$ cat config.mk
export PLATFORM = sky130hd
export DESIGN_NAME = sum_accumulator
export DESIGN_NICKNAME = d
export VERILOG_FILES = /design/src/rtl/sum_accumulator.sv
export SDC_FILE = /design/constraint.sdc
export NUM_CORES = 1
export LEC_CHECK = 0
export CAP_MARGIN = 10
export CORE_ASPECT_RATIO = 1.25
export CORE_MARGIN = 2
export CORE_UTILIZATION = 36
export CTS_CLUSTER_SIZE = 24
export DETAILED_ROUTE_END_ITERATION = 8
export HOLD_SLACK_MARGIN = 0.08
export PLACE_DENSITY = 0.68
export SLEW_MARGIN = 20
export SYNTH_ARGS = -nofsm -noshare
export SYNTH_HDL_FRONTEND = slang
export SYNTH_SLANG_ARGS = --single-unit
$ cat constraint.sdc
create_clock -name clk -period 2.9 [get_ports clk]
set_input_delay 0.435 -clock clk [delete_from_list [all_inputs] [get_ports clk]]
set_output_delay 0.435 -clock clk [all_outputs]
set_load 0.01 [all_outputs]
$ cat src/rtl/sum_accumulator.sv
// sum_accumulator: collects CNT adder sums into a block total, then holds that
// total on a valid/ready output until the consumer takes it.
module sum_accumulator #(
  parameter int IN_W  = 5,
  parameter int CNT   = 8,
  parameter int ACC_W = IN_W + $clog2(CNT + 1)
) (
  input  logic             clk,
  input  logic             rst_n,
  input  logic             clear,
  input  logic             in_valid,
  output logic             in_ready,
  input  logic [IN_W-1:0]  in_sum,
  output logic             out_valid,
  input  logic             out_ready,
  output logic [ACC_W-1:0] out_total,
  output logic [7:0]       blk_count
);

  typedef enum logic {ACCUM, HOLD} state_t;

  // The last sample of a block is the one that arrives with this count.
  localparam logic [7:0] LAST_IDX = 8'(CNT - 1);

  state_t           state_reg;
  logic [ACC_W-1:0] acc_reg;
  logic [7:0]       samp_cnt_reg;
  logic             out_valid_reg;
  logic [ACC_W-1:0] out_total_reg;
  logic [7:0]       blk_count_reg;
  logic [ACC_W-1:0] acc_next;

  // Running sum including the sample on the input this cycle.
  assign acc_next = acc_reg + ACC_W'(in_sum);

  // in_ready is a pure decode of registered state: no path from in_valid/out_ready.
  assign in_ready  = (state_reg == ACCUM);
  assign out_valid = out_valid_reg;
  assign out_total = out_total_reg;
  assign blk_count = blk_count_reg;

  // Block accumulation / hold state machine; clear flushes without touching out_total.
  always_ff @(posedge clk or negedge rst_n) begin
    if (!rst_n) begin
      state_reg     <= ACCUM;
      acc_reg       <= '0;
      samp_cnt_reg  <= '0;
      out_valid_reg <= 1'b0;
      out_total_reg <= '0;
      blk_count_reg <= '0;
    end else if (clear) begin
      state_reg     <= ACCUM;
      acc_reg       <= '0;
      samp_cnt_reg  <= '0;
      out_valid_reg <= 1'b0;
    end else begin
      case (state_reg)
        ACCUM: begin
          if (in_valid) begin
            if (samp_cnt_reg == LAST_IDX) begin
              out_total_reg <= acc_next;
              out_valid_reg <= 1'b1;
              acc_reg       <= '0;
              samp_cnt_reg  <= '0;
              state_reg     <= HOLD;
            end else begin
              acc_reg      <= acc_next;
              samp_cnt_reg <= samp_cnt_reg + 8'd1;
            end
          end
        end
        HOLD: begin
          // Samples offered here are ignored; only the output handshake moves us on.
          if (out_ready) begin
            out_valid_reg <= 1'b0;
            blk_count_reg <= blk_count_reg + 8'd1;
            state_reg     <= ACCUM;
          end
        end
        default: state_reg <= ACCUM;
      endcase
    end
  end

endmodule
==> results of run 1 <==
==> layout by cell type, fill, tap and decap left out, types with 2 or more instances in the layout <==
cell / n
clkinv_2: 2
xnor2_1: 8
or3_1: 2
a21oi_1: 4
a22o_1: 6
o21ba_2: 2
nand2_1: 17
buf_4: 3
o31ai_1: 4
nand4_1: 3
nand3_1: 7
and3_1: 5
clkbuf_8: 6
mux2i_1: 4
inv_1: 3
a21o_1: 3
o31a_1: 3
o21ai_0: 8
mux2_2: 4
clkdlybuf4s50_1: 28
a211oi_1: 3
ha_1: 7
dfrtp_1: 36
nor2_1: 9
a31oi_1: 9
xor2_1: 3
==> worst paths after layout <==
check                      slack, ns  depth (start not counted)            start         endpoint
max                             0.70                          5            clear     out_total[6]
min                             0.47                          1     blk_count[7]     blk_count[7]
max reg2reg                     0.91                          4  samp_cnt_reg[4]     out_total[6]
min reg2reg                     0.47                          1     blk_count[7]     blk_count[7]
max in group asynchronous       2.02                          2            rst_n  samp_cnt_reg[4]
min in group asynchronous       0.56                          2            rst_n     out_total[5]
==> cell families (layout without fill, tap and decap cells) <==
kind of cell,count (synthesis),after routing,share of synthesized area [%]
AOI/OAI and AO/OA,46,46,17.5
muxes,8,8,4.62
DFF,36,36,48.9
xor gates and xnor gates,11,11,5.23
buffers and inverters,10,42,2.11
adders and majority gates,8,8,5.85
and+or+nand+nor,55,55,15.8
==> power groups by stage <==
stage	Sequential, mW	Clock (mW)	Combinational, mW
finish	0.563	0.375	0.182
global route	0.569	0.409	0.206
CTS	0.564	0.386	0.184
detailed placement	0.573	0	0.182
global placement	0.572	0	0.181
floorplan	0.559	0	0.132
==> metrics by stage <==
stage | power [mW] | hold WS [ns]
after CTS | 1.13 | 0.474
final | 1.12 | 0.467
after floorplan | 0.691 | 0.139
after global routing | 1.18 | 0.510
after detailed placement | 0.755 | 0.462
after global placement | 0.754 | 0.460
==> final cells by class <==
type | count | area share [%]
clock buffer | 6 | 3.61
sequential | 36 | 39.4
multi-input combinational | 128 | 39.4
timing repair buffer | 31 | 13.2
inverter | 3 | 0.493
tap | 62 | 3.39
clock inverter | 2 | 0.438
==> routing by layer <==
layer  GRT usage [%]  vias up
li1                -      702
met1            18.9      713
met2            23.2       35
met3            4.59        9
met4            6.55        0
met5               0        -
==> impl_metrics.json, run 1 <==
{
  "crit_family": "simple AND/OR/NAND/NOR gates",
  "firstDrtPassIters": 5,
  "vias": 1459,
  "drc_errors": 0,
  "dp_hpwl_mm": 2.66,
  "p_int_mw": 0.801,
  "coreArea_sq_mm": 0.00501,
  "worst-path-buf-inv": 1,
  "maxCapViolCount": 0,
  "slew_headroom_pct": 57.8,
  "yosys-top-cells-area": "dfrtp_1 49%, ha_1 4.8%, xnor2_1 3.8%, nand2_1 3.5%, a31oi_1 3.1%",
  "power_frac_clock_pct": 33.4,
  "critPathRequiredTime_ns": 3.13,
  "multi_input_area_sq_um": 901,
  "status": "finished clean",
  "wl_mm": 3.67,
  "crit_arrival_ns": 2.44,
  "chipHeight_um": 83.9,
  "syn_inst": 174,
  "p_comb_share_pct": 16.3,
  "ys_seq_elements": 36,
  "start_kind": "input port",
  "p_per_area_mw_per_mm2": 490,
  "io_buffers": 28,
  "cts.clk_slew.worst_paths_ns": 0.07,
  "clock-sinks": 36,
  "worstSetupEndpointType": "flop",
  "antenna_found_initial": 0,
  "rsz0062_at_grt": "false",
  "num_rows": 29,
  "drtIter0Drc": 59,
  "clockBufferDepth": 2,
  "worstSetupPathType": "input port to flop",
  "fillerInstances": 480,
  "post-cts-setup-buffer-count": 0,
  "place_congestion": 0.811,
  "post-place-cells": 260,
  "cts-resized-gates": 0,
  "cts_made_buffers": 5,
  "synth_cell_types": 41,
  "netlist_area_sq_mm": 0.00184,
  "fin_crit_sh_pct": 76.0,
  "cp_max_fo": 7,
  "critPathMaxStageDelay_ns": 0.52,
  "htreeDepth": 2,
  "boundaryPins": 29,
  "worst_path_max_delay_cell": "or3b_1",
  "ys_async_sr_fraction_pct": 100,
  "ant_nets": 0,
  "synth_most_common_cell": "dfrtp_1",
  "drive_above_1_share_pct": 9.71,
  "fmax_ghz": 0.454,
  "avgSynthCellArea_sq_um": 10.6,
  "syn_nets": 192,
  "fin_tns_setup_ns": 0,
  "fin_cells": 268,
  "synth_top_area_cell": "dfrtp_1",
  "grtUsageTotal_pct": 15.0,
  "hold_class": "flop to flop",
  "wl_met2_mm": 1.81,
  "yosys_most_used_dff": "dfrtp_1",
  "final_area_sq_mm": 0.00229,
  "wl_per_cell_um": 13.7,
  "worstMarginPinSlew_ns": 0.631,
  "switching_share_pct": 28.5,
  "synthTopCellsByCount": "36 x dfrtp_1, 17 x nand2_1, 9 x a31oi_1, 9 x nor2_1",
  "finalSetupViolCount": 0,
  "die_x_um": 68.0,
  "synth_top_area_share_pct": 48.9,
  "dieArea_sq_mm": 0.00570,
  "grt_max_degree": 37,
  "insertion_delay_ns": 0.29,
  "path_cells": "clkdlybuf4s50_1 -> or3b_1 -> or3_1 -> or4_1 -> nand3_1",
  "worst_slack_ns": 0.696,
  "fin_nets": 223,
  "report.final.slew_viol_count": 0,
  "synth_edf_count": 0,
  "top_layer": "met4",
  "synth-warning-count": 0,
  "p_seq_share_pct": 50.3,
  "cts_tree": "yes",
  "power_leakage_nw": 1.03,
  "dp_slack_ns": 0.386,
  "seq_area_sq_um": 901,
  "routed_via_density": 5.44,
  "met1_length_mm": 1.59,
  "yosysSeqAreaShare_pct": 48.9,
  "skew_ns": 0.00792,
  "start_util_pct": 36.8,
  "grt_overflow": 0,
  "final_core_util_pct": 45.7,
  "grt_pass1_vias": 1450,
  "period_minus_slack_ns": 2.20,
  "hold_viol": 0,
  "synthToLayoutAreaGrowth_pct": 24.2,
  "power_switching_mw": 0.320,
  "cts_hold_buf": 0,
  "cts_root_buf": "clkbuf_8",
  "dr_wl_met3_um": 197,
  "place_area_sq_mm": 0.00219,
  "grt_pass1_wl_mm": 6.53,
  "peakVddDrop_mv": 0.261,
  "diodes": 0
}
Power figures use the tool's default switching activity.
==> run 2: changes to the inputs <==
PLACE_DENSITY = 0.7   (was 0.68)
clock period = 1.9 ns   (was 2.9 ns; I/O delays follow)
==> impl_metrics.json, run 2 (synthesis gave the netlist of run 1 again) <==
{
  "cts.clk_slew.worst_paths_ns": 0.08,
  "rsz0062_at_grt": "true",
  "finalSetupViolCount": 0,
  "die_x_um": 68.0,
  "critPathRequiredTime_ns": 2.14,
  "insertion_delay_ns": 0.30,
  "antenna_found_initial": 0,
  "boundaryPins": 29,
  "chipHeight_um": 83.9,
  "clock-sinks": 36,
  "dp_slack_ns": -0.351,
  "clockBufferDepth": 2,
  "start_util_pct": 36.8,
  "fmax_ghz": 0.536,
  "slew_headroom_pct": 69.3,
  "worst_slack_ns": 0.0334,
  "worstMarginPinSlew_ns": 0.461,
  "skew_ns": 0.00851,
  "wl_per_cell_um": 13.9,
  "period_minus_slack_ns": 1.87,
  "cts_hold_buf": 0,
  "grt_overflow": 0,
  "path_cells": "or4_4 -> or3_4 -> or4_4 -> nand3_2",
  "critPathMostFrequentCell": "or4_4",
  "grt_pass1_wl_mm": 6.98,
  "grtUsageTotal_pct": 16.1,
  "maxCapViolCount": 0,
  "coreArea_sq_mm": 0.00501,
  "routed_via_density": 5.29,
  "critPathMaxStageDelay_ns": 0.57,
  "io_buffers": 28,
  "crit_family": "simple AND/OR/NAND/NOR gates",
  "num_rows": 29,
  "grt_pass1_vias": 1568,
  "vias": 1533,
  "grt_max_degree": 37,
  "worst-path-buf-inv": 0,
  "ant_nets": 0,
  "hold_class": "input port to async pin",
  "crit_arrival_ns": 2.11,
  "fin_cells": 290,
  "hold_viol": 0,
  "cts_root_buf": "clkbuf_8",
  "place_area_sq_mm": 0.00237,
  "drc_errors": 0,
  "synthToLayoutAreaGrowth_pct": 36.4,
  "fin_crit_sh_pct": 98.2,
  "final_area_sq_mm": 0.00251,
  "worstSetupEndpointType": "flop",
  "fin_nets": 245,
  "drive_above_1_share_pct": 21.9,
  "place_congestion": 0.760,
  "post-place-cells": 282,
  "dp_hpwl_mm": 3.06,
  "dieArea_sq_mm": 0.00570,
  "cp_max_fo": 4,
  "worstSetupPathType": "flop to flop",
  "peakVddDrop_mv": 0.275,
  "p_per_area_mw_per_mm2": 704,
  "drtIter0Drc": 51,
  "cts_tree": "yes",
  "worst_path_max_delay_cell": "or4_4",
  "firstDrtPassIters": 4,
  "start_kind": "flop",
  "diodes": 0,
  "holdWs_ns": 0.398,
  "status": "finished clean",
  "htreeDepth": 2,
  "power_leakage_nw": 1.16,
  "cts_made_buffers": 5,
  "final_cell_mix": "36 x dfrtp_1, 28 x clkdlybuf4s50_1, 24 x buf_4, 17 x nand2_1",
  "final_common_cell": "dfrtp_1",
  "report.final.slew_viol_count": 0,
  "wl_mm": 4.02
}
==> run 2: final cells by class <==
type                    instances  area, sq um
clock buffers                   5         68.8
clock inverters                 3         18.8
fillers                       486         2500
inverters                       3         11.3
multi-input cells             128          953
flip-flops and latches         36          901
well taps                      62         77.6
repair buffers                 53          480
==> run 2: final timing paths <==
path | to | start | slack [ns] | depth (start not counted)
worst max-delay path | out_total[6] | samp_cnt_reg[3] | 0.03 | 4
worst min-delay path | blk_count[5] | rst_n | 0.40 | 2
worst max register to register | out_total[6] | samp_cnt_reg[3] | 0.03 | 4
worst min register to register | samp_cnt_reg[7] | samp_cnt_reg[7] | 0.47 | 1
max in group asynchronous | out_total[3] | rst_n | 1.17 | 2
min in group clk | samp_cnt_reg[7] | samp_cnt_reg[7] | 0.47 | 1
==> run 2: repair_timing <==
item                                    4_1_cts  5_1_grt
buffers inserted                              0        1
gates resized for setup                       1       12
pin swaps                                     0        3
endpoints found under the setup margin        3       11
==> run 2: through the flow <==
| stage | total power, mW | util [%] | TNS [ns] |
|---|---|---|---|
| finish | 1.77 | 50.1 | 0 |
| global route | 1.86 | 50.1 | -0.0351 |
| CTS | 1.75 | 49.2 | 0 |
| detailed placement | 1.20 | 47.4 | -4.44 |
| global placement | 1.19 | 47.4 | -3.67 |
| floorplan | 1.05 | - | -0.0155 |
==> run 2: report_power, final <==
group          switching (mW)  internal, mW
Combinational           0.177         0.175
Clock                   0.301         0.256
Sequential             0.0518         0.808
==> run 2: per-layer routing <==
| layer | wire, um | GRT usage (%) | vias up |
|---|---|---|---|
| met5 | 0 | 0 | - |
| met4 | 123 | 8.18 | 0 |
| met3 | 127 | 3.64 | 12 |
| met2 | 2040 | 26.3 | 27 |
| met1 | 1730 | 19.0 | 749 |
| li1 | - | - | 745 |
==> run 3: changes to the inputs <==
SKIP_CTS_REPAIR_TIMING = 1   (was not set)
==> results of run 3 <==
Same layout as run 2: the final DEF is identical, and so are final timing and power.
